### config.mk
export PLATFORM = sky130hd
export DESIGN_NAME = pong_paddle_ctrl_flat
export DESIGN_NICKNAME = d
export VERILOG_FILES = /design/src/rtl/pong_paddle_ctrl_if.sv /design/src/rtl/pong_paddle_ctrl.sv /design/src/flat_wrapper.sv
export SDC_FILE = /design/constraint.sdc
export NUM_CORES = 1
export LEC_CHECK = 0
export ABC_AREA = 1
export CORE_AREA = 2 2 64 66
export DETAILED_ROUTE_END_ITERATION = 8
export DIE_AREA = 0 0 66 68
export DONT_BUFFER_PORTS = 1
export PLACE_DENSITY_LB_ADDON = 0.12
export SYNTH_ARGS = -nofsm -noshare
export SYNTH_HDL_FRONTEND = slang
export SYNTH_SLANG_ARGS = --single-unit
### constraint.sdc
create_clock -name clk_sys -period 2.4 [get_ports clk_sys]
set_input_delay 0.36 -clock clk_sys [delete_from_list [all_inputs] [get_ports clk_sys]]
set_output_delay 0.36 -clock clk_sys [all_outputs]
set_load 0.005 [all_outputs]
### src/rtl/pong_paddle_ctrl_if.sv
// Paddle controller signal bundle: per-frame inputs toward the conditioner
// and the conditioned paddle position back toward the pong core.
interface pong_paddle_ctrl_if;
  logic        vsync;
  logic [1:0]  mode;
  logic [15:0] analog;
  logic [7:0]  paddle;
  logic        dig_up;
  logic        dig_down;
  logic [7:0]  vpos;
  logic        dig_active;

  modport master (
    output vsync, mode, analog, paddle, dig_up, dig_down,
    input  vpos, dig_active
  );

  modport slave (
    input  vsync, mode, analog, paddle, dig_up, dig_down,
    output vpos, dig_active
  );
endinterface

### src/rtl/pong_paddle_ctrl.sv
// Per-player paddle input conditioner for the pong core.
// Once per vsync rising edge: capture the selected source, then slew-limit
// vpos toward it, or let digital buttons drive it with hold-to-accelerate.
// Build option: define PADDLE_DIGITAL_EN to compile in the digital button
// path, acceleration and release logic; otherwise buttons are ignored and
// dig_active is tied low.
//
// state   | meaning
// --------+--------------------------------------------------
// IDLE    | waiting for vsync rising edge
// CAPTURE | register target and button levels
// STEP    | compute new vpos / hold_cnt / dig_active
module pong_paddle_ctrl #(
  parameter int MAX_STEP      = 16,
  parameter int RELEASE_DELTA = 8
) (
  input  logic              clk_sys,
  input  logic              reset,
  pong_paddle_ctrl_if.slave pif
);

  typedef enum logic [1:0] {
    IDLE    = 2'd0,
    CAPTURE = 2'd1,
    STEP    = 2'd2
  } state_t;

  // Limits above 255 can never be exceeded by an 8-bit distance, so they
  // collapse to "no limit" (step) or "never release" (delta).
  localparam logic [7:0] STEP_LIM = 8'((MAX_STEP > 255) ? 0 : MAX_STEP);
  localparam logic [8:0] REL_LIM  = 9'((RELEASE_DELTA > 255) ? 255 : RELEASE_DELTA);

  state_t     state;
  logic       vsync_q;
  logic       vs_rise;
  logic [7:0] target;
  logic [7:0] tgt_q;
  logic [7:0] vpos_r;
  logic [8:0] diff;
  logic [8:0] diff_abs;
  logic [7:0] slew_vpos;

  assign vs_rise = pif.vsync & ~vsync_q;

  // Source mapping; sums wrap modulo 256.
  always_comb begin
    target = pif.paddle;
    case (pif.mode)
      2'd0:    target = pif.analog[15:8] + 8'h80;
      2'd1:    target = pif.analog[7:0] + 8'h80;
      2'd2:    target = pif.analog[7:0] ^ 8'h7F;
      default: target = pif.paddle;
    endcase
  end

  // Analog slew toward the captured target; diff bit 8 is the sign.
  always_comb begin
    diff      = {1'b0, tgt_q} - {1'b0, vpos_r};
    diff_abs  = diff[8] ? (~diff + 9'd1) : diff;
    slew_vpos = tgt_q;
    if ((STEP_LIM != 8'd0) && (diff_abs > {1'b0, STEP_LIM}))
      slew_vpos = diff[8] ? (vpos_r - STEP_LIM) : (vpos_r + STEP_LIM);
  end

`ifdef PADDLE_DIGITAL_EN
  logic       up_q;
  logic       down_q;
  logic       dig_active_r;
  logic [4:0] hold_cnt;
  logic [7:0] latch_tgt;
  logic [3:0] dig_step;
  logic [8:0] dn_sum;
  logic [7:0] dig_vpos;
  logic [8:0] rel_diff;
  logic [8:0] rel_abs;
  logic       one_btn;
  logic       release_ok;

  // Accelerating, saturating button step and the analog take-back test.
  always_comb begin
    dig_step = (hold_cnt < 5'd8) ? 4'd2 : ((hold_cnt < 5'd16) ? 4'd4 : 4'd8);
    dn_sum   = {1'b0, vpos_r} + {5'd0, dig_step};
    if (down_q)
      dig_vpos = dn_sum[8] ? 8'hFF : dn_sum[7:0];
    else
      dig_vpos = (vpos_r < {4'd0, dig_step}) ? 8'h00 : (vpos_r - {4'd0, dig_step});
    one_btn    = up_q ^ down_q;
    rel_diff   = {1'b0, tgt_q} - {1'b0, latch_tgt};
    rel_abs    = rel_diff[8] ? (~rel_diff + 9'd1) : rel_diff;
    release_ok = ~up_q & ~down_q & (rel_abs > REL_LIM);
  end

  assign pif.dig_active = dig_active_r;
`else
  logic unused_dig;
  assign unused_dig     = pif.dig_up ^ pif.dig_down;
  assign pif.dig_active = 1'b0;
`endif

  assign pif.vpos = vpos_r;

  // Frame sequencer: one capture and one position update per vsync rise.
  always_ff @(posedge clk_sys) begin
    if (reset) begin
      state        <= IDLE;
      vsync_q      <= 1'b0;
      tgt_q        <= 8'h80;
      vpos_r       <= 8'h80;
`ifdef PADDLE_DIGITAL_EN
      up_q         <= 1'b0;
      down_q       <= 1'b0;
      dig_active_r <= 1'b0;
      hold_cnt     <= 5'd0;
      latch_tgt    <= 8'h80;
`endif
    end else begin
      vsync_q <= pif.vsync;
      case (state)
        IDLE: begin
          if (vs_rise) state <= CAPTURE;
        end
        CAPTURE: begin
          tgt_q  <= target;
`ifdef PADDLE_DIGITAL_EN
          up_q   <= pif.dig_up;
          down_q <= pif.dig_down;
`endif
          state  <= STEP;
        end
        STEP: begin
`ifdef PADDLE_DIGITAL_EN
          if (one_btn) begin
            dig_active_r <= 1'b1;
            latch_tgt    <= tgt_q;
            hold_cnt     <= (hold_cnt == 5'd31) ? hold_cnt : (hold_cnt + 5'd1);
            vpos_r       <= dig_vpos;
          end else begin
            hold_cnt <= 5'd0;
            // Digital owner keeps vpos until analog moves far enough away.
            if (!dig_active_r || release_ok) begin
              dig_active_r <= 1'b0;
              vpos_r       <= slew_vpos;
            end
          end
`else
          vpos_r <= slew_vpos;
`endif
          state <= IDLE;
        end
        default: state <= IDLE;
      endcase
    end
  end

endmodule
### src/flat_wrapper.sv
// flat-port wrapper written by rule: the top's interface ports become plain ports
module pong_paddle_ctrl_flat 
#(
  parameter int MAX_STEP      = 16,
  parameter int RELEASE_DELTA = 8
)
  (clk_sys, reset, pif_vsync, pif_mode, pif_analog, pif_paddle, pif_dig_up, pif_dig_down, pif_vpos, pif_dig_active);
  pong_paddle_ctrl_if pif_i ();
  input  logic clk_sys;
  input  logic reset;
  input wire logic [$bits(pif_i.vsync)-1:0] pif_vsync;
  input wire logic [$bits(pif_i.mode)-1:0] pif_mode;
  input wire logic [$bits(pif_i.analog)-1:0] pif_analog;
  input wire logic [$bits(pif_i.paddle)-1:0] pif_paddle;
  input wire logic [$bits(pif_i.dig_up)-1:0] pif_dig_up;
  input wire logic [$bits(pif_i.dig_down)-1:0] pif_dig_down;
  output wire logic [$bits(pif_i.vpos)-1:0] pif_vpos;
  output wire logic [$bits(pif_i.dig_active)-1:0] pif_dig_active;
  assign pif_i.vsync = pif_vsync;
  assign pif_i.mode = pif_mode;
  assign pif_i.analog = pif_analog;
  assign pif_i.paddle = pif_paddle;
  assign pif_i.dig_up = pif_dig_up;
  assign pif_i.dig_down = pif_dig_down;
  assign pif_vpos = pif_i.vpos;
  assign pif_dig_active = pif_i.dig_active;
  pong_paddle_ctrl #(.MAX_STEP(MAX_STEP), .RELEASE_DELTA(RELEASE_DELTA)) u_core (.clk_sys(clk_sys), .reset(reset), .pif(pif_i));
endmodule
==> results.json <==
{
  "die_area_sq_um": 4488,
  "synth_commonest_cells": "61 x nand2_1, 33 x inv_1, 19 x dfxtp_1, 17 x nor2_1, 14 x nand3_1",
  "dpl.hpwl_mm": 3.048,
  "max_stage_delay_ns": 0.39,
  "slew_violations": 0,
  "antenna_left": 0,
  "rows": 23,
  "cp-endpoint": "u_core.pif.vpos[7]",
  "cp_slowest_cell": "fa_2",
  "antenna_found_initial": 0,
  "synth-seq-cells": 19,
  "synth_edf_count": 0,
  "ys.flop_type": "dfxtp_1",
  "hold_path.class": "input port to flip-flop",
  "stdcell_area_sq_um": 2235,
  "drive_gt1_share_pct": 34.38,
  "start_util_pct": 45.30,
  "path_cells": "inv_2 > ha_4 > inv_4 > fa_2 > nand2_2 > nand2_4 > nand2_4 > nor3_4 > nor2_4 > buf_12 > ha_4 > a21oi_2 > nand2_1 > xor2_2 > a21oi_1 > o21ai_1 > nand2_1 > o21ai_1 > nand2_1",
  "port_buffers": 0,
  "wl_per_cell_um": 11.12,
  "cp-end-kind": "flip-flop",
  "p_sw_share_pct": 44.23,
  "cp.arrival_ns": 2.62,
  "internal-power_uw": 952.9,
  "p_comb_share_pct": 66.8,
  "required_ns": 2.55,
  "dr.pass1.iters": 4,
  "nNetsFinal": 333,
  "r2r-end": "u_core.pif.vpos[7]",
  "synth_cells": 259,
  "seq_area_frac_synth_pct": 21.78,
  "placed_area_sq_um": 1984,
  "pwr-share-seq_pct": 20.4,
  "dp_slack_ns": -0.2002,
  "drc_errors": 0,
  "cp_max_fo": 3,
  "setup_viol": 8,
  "finalHoldViolCount": 0,
  "period_needed_ns": 2.470,
  "cts.reportedPaths.clkPinSlew_ns": 0.07,
  "synthToLayoutAreaGrowth_pct": 27.94,
  "syn-cell-area_sq_um": 1747,
  "p_leak_nw": 1.068,
  "syn_nets": 303,
  "n_antenna_cell": 0,
  "clkPwrFrac_pct": 12.8,
  "fin_skew_ns": 0.002298,
  "numCtsBuffers": 3,
  "first_global_vias": 1494,
  "grt_overflow": 0,
  "max_cap_violations": 0,
  "clk_latency_ns": 0.26,
  "cts_root_buffer": "clkbuf_8",
  "synth_area_per_cell_sq_um": 6.744,
  "via_per_inst": 4.950,
  "async_reset_ff_share_pct": 0,
  "p_sw_uw": 755.8,
  "failed_checks": "setup timing",
  "gp_congestion": 0.7470,
  "ios": 40,
  "setup_slack_ns": -0.07026,
  "ir_drop_mv": 0.3796,
  "die_x_um": 66,
  "first_iter_violations": 28,
  "cts.sinks": 19,
  "synth_top_area_share_pct": 21.78,
  "rr_worst_depth": 19,
  "synth_most_common_cell": "nand2_1",
  "period_share_pct": 102.9,
  "critPathKind": "flip-flop to flip-flop",
  "rsz0062_at_grt": "true",
  "yosys_warnings": 0,
  "coreArea_sq_um": 3856,
  "grt_pass1_wl_mm": 6.375,
  "cp-start-kind": "flip-flop",
  "cp-startpoint": "u_core.tgt_q[0]",
  "timing.fmax_mhz": 404.8,
  "grt_util_all_layers_pct": 18.08,
  "die_y_um": 68,
  "powerDensity_nw_per_um2": 764.7,
  "wirelength_mm": 3.759,
  "outcome": "complete, but fails checks",
  "yosys.area.top_type": "dfxtp_1",
  "ys_top_cells_by_area": "dfxtp_1 22%, nand2_1 13%, ha_1 7.9%",
  "ys_types": 38,
  "timing.reg2reg.setup_slack_ns": -0.07,
  "cp_common_cell": "nand2_1",
  "cts_max_path_buffers": 2,
  "cts-hold-fix-buffers": 0,
  "power_mw": 1.709,
  "grt_max_degree": 16,
  "cts-htree-levels": 1,
  "tritoncts": "done",
  "r2r-start": "u_core.tgt_q[0]",
  "vias": 1673
}
through the flow:
| step | hold WS (ns) | setup TNS, ns | instances | util, % |
|---|---|---|---|---|
| detailed placement | 0.3768 | -1.419 | 328 | 51.46 |
| CTS | 0.1595 | -0.4486 | 338 | 56.75 |
| global route | 0.1477 | -1.816 | 338 | 57.95 |
| finish | 0.1559 | -0.3204 | 338 | 57.95 |
| floorplan | 0.3718 | -0.05417 | 259 | - |
| global placement | 0.3745 | -1.188 | 328 | 51.46 |
registers in the layout (all words and copies together), names as in the netlist:
register / cells
u_core.pif.vpos: 8
u_core.tgt_q: 8
u_core.state: 2
u_core.vsync_q: 1
metal layers:
| metal | vias up | share of wire, % | GRT usage [%] | wire length [um] |
|---|---|---|---|---|
| li1 | 916 | - | - | - |
| met1 | 714 | 49 | 24.15 | 1839 |
| met2 | 38 | 46 | 30.81 | 1740 |
| met3 | 5 | 3.2 | 1.151 | 121 |
| met4 | 0 | 1.5 | 6.888 | 58 |
| met5 | - | 0 | 0 | 0 |
how the worst min path moves through the flow:
stage                                     to  cells past startpoint           start
after global routing      u_core.pif.vpos[6]                      1           reset
final                     u_core.pif.vpos[6]                      1           reset
after CTS                 u_core.pif.vpos[5]                      1           reset
after global placement       u_core.state[0]                      1  u_core.vsync_q
after floorplan              u_core.state[0]                      1  u_core.vsync_q
after detailed placement     u_core.state[0]                      1  u_core.vsync_q
kinds of logic (layout without fill, tap and decap cells):
logic type,after synthesis,count (layout),synth area share [%]
other,1,1,0.2147
XOR/XNOR,3,3,1.505
AND/OR/NAND/NOR,133,133,38.97
AO/OA/AOI/OAI,45,45,17.26
flip-flops,19,19,21.78
adder cells (fa/ha/maj),13,13,10.17
buffers and inverters,45,74,10.10
placed cells by master (no fill, tap or decap), types with 5 or more instances in the layout:
master | Yosys | layout
ha_1 | 11 | 8
nor2_2 | 6 | 5
dfxtp_1 | 19 | 17
o21ai_0 | 10 | 9
a31oi_1 | 7 | 7
nor2_4 | 3 | 6
nand2_1 | 61 | 58
buf_4 | 1 | 26
nand3_1 | 14 | 12
nor2_1 | 17 | 15
nand2_2 | 13 | 13
nand3_2 | 7 | 6
o221ai_1 | 7 | 7
o21ai_1 | 4 | 5
inv_2 | 5 | 9
nand4_1 | 5 | 5
inv_1 | 33 | 28
a21oi_1 | 9 | 7
power groups by stage:
stage	clock network, mW	logic, mW	registers (mW)
after global placement	0	0.927	0.354
after global routing	0.234	1.26	0.351
after floorplan	0	0.690	0.356
final	0.219	1.14	0.349
after CTS	0.230	1.11	0.348
after detailed placement	0	0.937	0.355
timing repair:
action | CTS | global route
gates resized for setup | 28 | 10
setup endpoints to repair | 8 | 8
cloned | 0 | 0
pin swaps | 17 | 7
setup buffers | 6 | 0
final cells by class:
cell class | count | area [sq um]
Fill cell | 378 | 1622
Multi-Input combinational cell | 195 | 1333
Sequential cell | 19 | 382.9
Timing Repair Buffer | 31 | 260.3
Inverter | 39 | 151.4
Tap cell | 50 | 62.56
Clock buffer | 4 | 45.04
critical path, delay by kind of cell, from the launching register on:
kind            cells  cell delay [ns]
fa+ha+maj           3             0.72
simple gates        8             0.63
flops               1             0.33
compound gates      4             0.33
buf+inv             3             0.21
xor+xnor            1             0.15
(Power assumes the default switching activity.)
